`src/rtl/mem_arbiter.sv`:
```
// mem_arbiter: shares one single-port memory between the fetch and data requesters,
// holding each access for WAIT_CYCLES extra cycles. Define MEM_ARB_RR_EN for round-robin ties.
module mem_arbiter #(
  parameter int WAIT_CYCLES = 1
) (
  input  logic        clk,
  input  logic        rst,
  input  logic        i_req,
  input  logic [15:0] i_addr,
  output logic        i_ready,
  output logic [15:0] i_data,
  input  logic        d_req,
  input  logic        d_wr,
  input  logic [15:0] d_addr,
  input  logic [15:0] d_wdata,
  output logic        d_ready,
  output logic [15:0] d_rdata,
  input  logic        halt,
  output logic [15:0] m_addr,
  output logic [15:0] m_wdata,
  output logic        m_enable,
  output logic        m_wr,
  output logic        m_dump,
  input  logic [15:0] m_rdata
);

  typedef enum logic [2:0] {
    IDLE   = 3'd0,
    ACCESS = 3'd1,
    RESP   = 3'd2,
    DUMP   = 3'd3,
    HALTED = 3'd4
  } state_e;

  localparam logic       OWNER_FETCH = 1'b0;
  localparam logic       OWNER_DATA  = 1'b1;
  localparam logic [3:0] WAIT_LAST   = 4'(WAIT_CYCLES);

  state_e      state_q, state_d;
  logic [15:0] addr_q,  addr_d;
  logic [15:0] wdata_q, wdata_d;
  logic        wr_q,    wr_d;
  logic        owner_q, owner_d;
  logic [15:0] rdata_q, rdata_d;
  logic [3:0]  cnt_q,   cnt_d;
  logic        grant_data;
  logic        any_req;

`ifdef MEM_ARB_RR_EN
  logic        last_grant_q, last_grant_d;

  // A tie goes to whichever port lost the previous tie; a lone request always wins.
  always_comb begin
    if (i_req && d_req) grant_data = (last_grant_q == OWNER_FETCH);
    else                grant_data = d_req;
  end
`else
  assign grant_data = d_req;
`endif

  assign any_req = i_req | d_req;

  always_comb begin
    // NOTE: every signal assigned here gets its hold value first, so no path can infer a latch.
    state_d = state_q;
    addr_d  = addr_q;
    wdata_d = wdata_q;
    wr_d    = wr_q;
    owner_d = owner_q;
    rdata_d = rdata_q;
    cnt_d   = cnt_q;
`ifdef MEM_ARB_RR_EN
    last_grant_d = last_grant_q;
`endif

    unique case (state_q)
      IDLE: begin
        if (any_req) begin
          owner_d = grant_data ? OWNER_DATA : OWNER_FETCH;
          addr_d  = grant_data ? d_addr : i_addr;
          wdata_d = grant_data ? d_wdata : wdata_q;
          wr_d    = grant_data & d_wr;
          cnt_d   = 4'd0;
          state_d = ACCESS;
`ifdef MEM_ARB_RR_EN
          if (i_req && d_req) last_grant_d = owner_d;
`endif
        end else if (halt) begin
          state_d = DUMP;
        end
      end
      ACCESS: begin
        cnt_d = cnt_q + 4'd1;
        if (cnt_q == WAIT_LAST) begin
          rdata_d = m_rdata;
          state_d = RESP;
        end
      end
      RESP:    state_d = IDLE;
      DUMP:    state_d = HALTED;
      HALTED:  state_d = HALTED;
      default: state_d = IDLE;
    endcase
  end

  // NOTE: state flops use non-blocking assignments so every flop samples pre-edge values.
  always_ff @(posedge clk or negedge rst) begin
    if (!rst) begin
      state_q <= IDLE;
      addr_q  <= '0;
      wdata_q <= '0;
      wr_q    <= 1'b0;
      owner_q <= OWNER_FETCH;
      rdata_q <= '0;
      cnt_q   <= '0;
    end else begin
      state_q <= state_d;
      addr_q  <= addr_d;
      wdata_q <= wdata_d;
      wr_q    <= wr_d;
      owner_q <= owner_d;
      rdata_q <= rdata_d;
      cnt_q   <= cnt_d;
    end
  end

`ifdef MEM_ARB_RR_EN
  always_ff @(posedge clk or negedge rst) begin
    if (!rst) last_grant_q <= OWNER_DATA;
    else      last_grant_q <= last_grant_d;
  end
`endif

  // Outputs decode only from flops, so reset clears them without waiting for a clock.
  assign m_enable = (state_q == ACCESS);
  assign m_wr     = m_enable & wr_q;
  assign m_dump   = (state_q == DUMP);
  assign m_addr   = addr_q;
  assign m_wdata  = wdata_q;
  assign i_ready  = (state_q == RESP) && (owner_q == OWNER_FETCH);
  assign d_ready  = (state_q == RESP) && (owner_q == OWNER_DATA);
  assign i_data   = i_ready ? rdata_q : 16'h0000;
  assign d_rdata  = d_ready ? rdata_q : 16'h0000;

  a_one_ready: assert property (@(posedge clk) disable iff (!rst) !(i_ready && d_ready));
  a_dump_once: assert property (@(posedge clk) disable iff (!rst) m_dump |=> !m_dump);

endmodule

```
`config.mk`:
```
export PLATFORM = sky130hd
export DESIGN_NAME = mem_arbiter
export DESIGN_NICKNAME = d
export VERILOG_FILES = /design/src/rtl/mem_arbiter.sv
export SDC_FILE = /design/constraint.sdc
export NUM_CORES = 1
export LEC_CHECK = 0
export ABC_AREA = 1
export BUFFER_PORTS_ARGS = -buffer_cell sky130_fd_sc_hd__buf_4
export CAP_MARGIN = 5
export CORE_MARGIN = 2
export CORE_UTILIZATION = 30
export CTS_BUF_LIST = sky130_fd_sc_hd__clkbuf_16
export DETAILED_ROUTE_END_ITERATION = 10
export PLACE_DENSITY_LB_ADDON = 0.12
export SLEW_MARGIN = 20
export SYNTH_ARGS = -nofsm -noshare
export SYNTH_HDL_FRONTEND = slang
export SYNTH_SLANG_ARGS = --single-unit
```
`constraint.sdc`:
```
create_clock -name clk -period 2.3 [get_ports clk]
set_clock_uncertainty 0.1 [all_clocks]
set_input_delay 0.46 -clock clk [delete_from_list [all_inputs] [get_ports clk]]
set_output_delay 0.46 -clock clk [all_outputs]
set_load 0.1 [all_outputs]
```
==> Word level (Yosys, flattened, before mapping) <==
Cells that the tools add are included.
{ "op_classes": {"add_sub_neg": 1, "eq_ne": 8, "mux": 10, "bitwise": 4, "n_reduce_logical": 10} }
{ "op_table": {"columns": ["cell", "count"], "rows": [
  ["$mux 16", 3],
  ["$mux 3", 3],
  ["$pmux 3 s3", 1],
  ["$pmux 4 s2", 1],
  ["$reduce_and 2->1", 4],
  ["$eq 3x2->1 const B", 2],
  ["$add 4x1->4 const B", 1],
  ["$eq 4x1->1 const B", 1],
  ["$mux 4", 1],
  ["$eq 3x1->1 const B", 1],
  ["$eq 3x3->1 const B", 1],
  ["$logic_not 3->1", 1],
  ["$ne 3x3->1 const B", 1],
  ["$reduce_and 3->1", 1],
  ["$and 1x1->1", 2],
  ["$logic_and 1x1->1", 2],
  ["$ne 2x1->1 const B", 1],
  ["$ne 2x2->1 const B", 1],
  ["$reduce_bool 2->1", 1],
  ["$reduce_or 2->1", 1],
  ["$mux 1", 1],
  ["$not 1->1", 1],
  ["$or 1x1->1", 1]
]} }
{ "word_totals": {"ff_bits": 57, "output_inout_bits": 69, "wordCells": 40} }

==> Logic depth before layout (Yosys ltp) <==
{ "depth": {"depth_word": 3, "ltp_mapped": 8, "ltp_nobuf": 7} }

==> Least setup slack after synthesis <==
OpenSTA, ideal clock, no wires.
{ "synth_path": {"path_kind": "register to output", "startpoint": "register state_q[0]", "endpoint": "output port i_data[10]", "t_arrival_ps": 2177, "required_ps": 1740, "setup_slack_ps": -437, "path_stages_with_launch": 5, "n_path_buf": 1, "path_cell_list": "dfrtp_1 -> inv_2 -> nand4_2 -> buf_6 -> nor2_1"} }
{ "synth_between": {"elab_chain_len": 3} }
{ "synth_rtl": {"columns": ["item", "line", "text"], "rows": [
  ["start, declared", "39", "state_e state_q, state_d;"],
  ["start signal, assigned", "117", "state_q <= state_d;"],
  ["$eq 3x2->1", "140", "assign i_ready = (state_q == RESP) && (owner_q == OWNER_FETCH);"],
  ["$logic_and 1x1->1", "140", null],
  ["$mux 16", "142", "assign i_data = i_ready ? rdata_q : 16'h0000;"],
  ["end, declared", "11", "output logic [15:0] i_data,"]
]} }
Every way passes these cells.

==> Worst setup path in the final report <==
{ "layout_path": {"startpoint": "register state_q[2]", "endpoint": "output port d_rdata[4]"} }
{ "layout_between": {"elab_chain_len": 3} }
{ "layout_rtl": {"columns": ["item", "line", "text"], "rows": [
  ["$eq 3x2->1", "141", "assign d_ready = (state_q == RESP) && (owner_q == OWNER_DATA);"],
  ["$logic_and 1x1->1", "141", null],
  ["$mux 16", "143", "assign d_rdata = d_ready ? rdata_q : 16'h0000;"],
  ["end, declared", "17", "output logic [15:0] d_rdata,"]
]} }
Every way passes these cells.

==> insert_results.sql <==
INSERT INTO impl_metrics (metric_group, metric, value, unit) VALUES
('timing', 'period_share', '0.974', ''),
('timing', 'tightest_slew', '751', 'ps'),
('place', 'hpwlAfterDp', '5250', 'um'),
('yosys', 'ys_dominant_reg_cell', 'dfrtp_1', ''),
('timing', 'fin_setup_tns', '0', 'ps'),
('drt', 'avgRoutedWirePerCell', '11.9', 'um'),
('hold_path', 'worstHoldPathType', 'input port to async pin', ''),
('final_layout', 'n_fill_cell', '974', ''),
('grt', 'first_pass_grt_wire_length', '12200', 'um'),
('grt', 'global_route.usage.total', '0.151', ''),
('floorplanning', 'pin_count', '139', ''),
('yosys', 'synthesis.area', '0.00288', 'mm^2'),
('run', 'maxCapViolCount', '0', ''),
('yosys', 'netlist_top_cells_area', 'dfrtp_1 49%, nand2_1 22%, nand3_1 7.3%', ''),
('clock_network', 'cts_setup_buffers', '0', ''),
('yosys', 'yosysWarnings', '0', ''),
('setup_path', 'timing.critical_path.depth', '4', ''),
('timing', 'final-max-slew-violation-count', '0', ''),
('yosys', 'syn_avg_cell_area', '7.71', 'um^2'),
('clock_network', 'clockRootBuffer', 'clkbuf_16', ''),
('timing', 'worst_slack', '60.7', 'ps'),
('setup_path', 'critical_path_arrival', '1680', 'ps'),
('timing', 'max_freq', '447', 'MHz'),
('drt', 'routed_wirelength', '7710', 'um'),
('yosys', 'share_of_yosys_cell_area_claimed_by_the_top_area_cell_type', '0.495', ''),
('drt', 'drt-pass1-iter-count', '4', ''),
('timing', 'layout_min_cycle_time', '2240', 'ps'),
('floorplanning', 'dieArea', '0.0104', 'mm^2'),
('yosys', 'synth_sequential_area_ratio', '0.495', ''),
('clock_network', 'htree_levels', '3', ''),
('grt', 'gr-total-overflow', '0', ''),
('yosys', 'synthMostInstantiatedCell', 'nand2_1', ''),
('setup_path', 'slowest_cell_on_the_critical_path', 'dfrtp_1', ''),
('final_layout', 'antenna_cells_inserted', '0', ''),
('clock_network', 'clock_tree_from_tritoncts', 'built', ''),
('outcome', 'run_status', 'complete, no violations', ''),
('drt', 'drcViolationCount', '0', ''),
('drt', 'detail_route.iter0.violations', '90', ''),
('clock_network', 'cts.path.max_buffers', '2', ''),
('timing', 'grt_setup_unrepaired', 'true', ''),
('setup_path', 'worstPathRequired', '1740', 'ps'),
('setup_path', 'cp-start-kind', 'flop', ''),
('yosys', 'edff_count_synth', '0', ''),
('grt', 'antenna_found_initial', '0', ''),
('setup_path', 'crit-reg2reg-launch', 'state_q[2]', ''),
('timing', 'setup_viol', '0', ''),
('grt', 'via_count_of_the_first_global_routing_pass', '2558', ''),
('setup_path', 'path_class', 'flop to primary output', ''),
('final_layout', 'design_area', '0.00433', 'mm^2'),
('yosys', 'postSynthRegisterBits', '57', ''),
('final_layout', 'drive_above_1_share', '0.341', ''),
('floorplanning', 'core_area', '0.00928', 'mm^2'),
('yosys', 'synth_common_cells', '169 x nand2_1, 57 x dfrtp_1, 42 x nand3_1', ''),
('setup_path', 'worstRegToRegCells', '7', ''),
('yosys', 'synth_cells', '374', ''),
('clock_network', 'clkSinkCount', '57', ''),
('yosys', 'synth_nets', '446', ''),
('final_layout', 'layout-area-overhead-vs-synth', '50.2', '%'),
('yosys', 'synth_top_cell_by_area', 'dfrtp_1', ''),
('place', 'postPlaceCellArea', '0.00397', 'mm^2'),
('drt', 'detailroute.via_count', '2749', ''),
('floorplanning', 'start_util', '0.311', ''),
('timing', 'report.final.hold_viol_count', '0', ''),
('setup_path', 'cp-startpoint', 'state_q[2]', ''),
('drt', 'route.detailed.vias_per_inst', '4.26', ''),
('clock_network', 'clk_pin_slew', '50', 'ps'),
('yosys', 'synthArstFlopShare', '1.00', ''),
('setup_path', 'critical_path.max_fanout', '8', ''),
('place', 'gpl.final_weighted_congestion', '0.720', ''),
('grt', 'grt_max_degree', '58', ''),
('floorplanning', 'floorplan.die.width', '102', 'um');
## stage by stage
stage	std cells	utilization	hold WS [ps]
6_report	645	0.467	102
2_1_floorplan	374	-	64.4
3_3_place_gp	628	0.427	355
4_1_cts	644	0.455	145
5_1_grt	645	0.467	175
3_5_place_dp	628	0.427	358
## cell families (layout without fill, tap and decap cells)
group | Yosys count | count (layout) | share of synthesized area
AO/OA/AOI/OAI | 4 | 4 | 0.00694
XOR/XNOR | 1 | 1 | 0.00304
adder cells (fa/ha/maj) | 2 | 2 | 0.00868
buffers and inverters | 47 | 188 | 0.0915
flip-flops | 57 | 57 | 0.495
AND/OR/NAND/NOR | 263 | 264 | 0.395
## flip-flops by register name, indices dropped and copies added (netlist names)
name,flops
m_addr,16
m_wdata,16
rdata_q,16
cnt_q,4
state_q,3
owner_q,1
wr_q,1
## layout by cell type, fill, tap and decap left out, drive strengths merged
| cell | count |
|---|---|
| nand3 | 42 |
| inv | 33 |
| clkinv | 5 |
| buf | 141 |
| nand4 | 4 |
| o21ai | 4 |
| nand2 | 177 |
| xor2 | 1 |
| nor2 | 39 |
| or2 | 2 |
| clkbuf | 9 |
| ha | 2 |
| dfrtp | 57 |
## layer usage
layer  part of all wire  vias to the layer above  GRT usage
met5                  0                        -          0
li1                   -                     1427          -
met3              0.081                        8     0.0451
met4              0.013                        0     0.0646
met2               0.45                      100      0.231
met1               0.46                     1214      0.198
## cell type report
class | instances | area [um^2] | share of cell area
flip-flops and latches | 57 | 1430 | 0.329
inverters | 31 | 129 | 0.0297
repair buffers | 141 | 1130 | 0.262
well taps | 129 | 161 | 0.0373
multi-input cells | 271 | 1230 | 0.283
clock buffers | 9 | 225 | 0.0520
clock inverters | 7 | 30.0 | 0.00693
## final timing paths
check	to	slack, ps
worst max-delay path	d_rdata[4]	60
worst min-delay path	rdata_q[8]	100
worst max register to register	rdata_q[1]	730
worst min register to register	rdata_q[7]	370
max in group asynchronous	state_q[1]	1430
min in group clk	m_wdata[13]	270
## timing repair
action                                  in CTS  in global routing
hold buffers                                 0                  0
endpoints found under the setup margin      34                 34
gates cloned                                 0                  1
pin swaps                                    0                  1
gates resized for setup                      0                 25
Power is not shown: default switching activity piles up to over one toggle a cycle in this logic, so the estimate is an artifact.
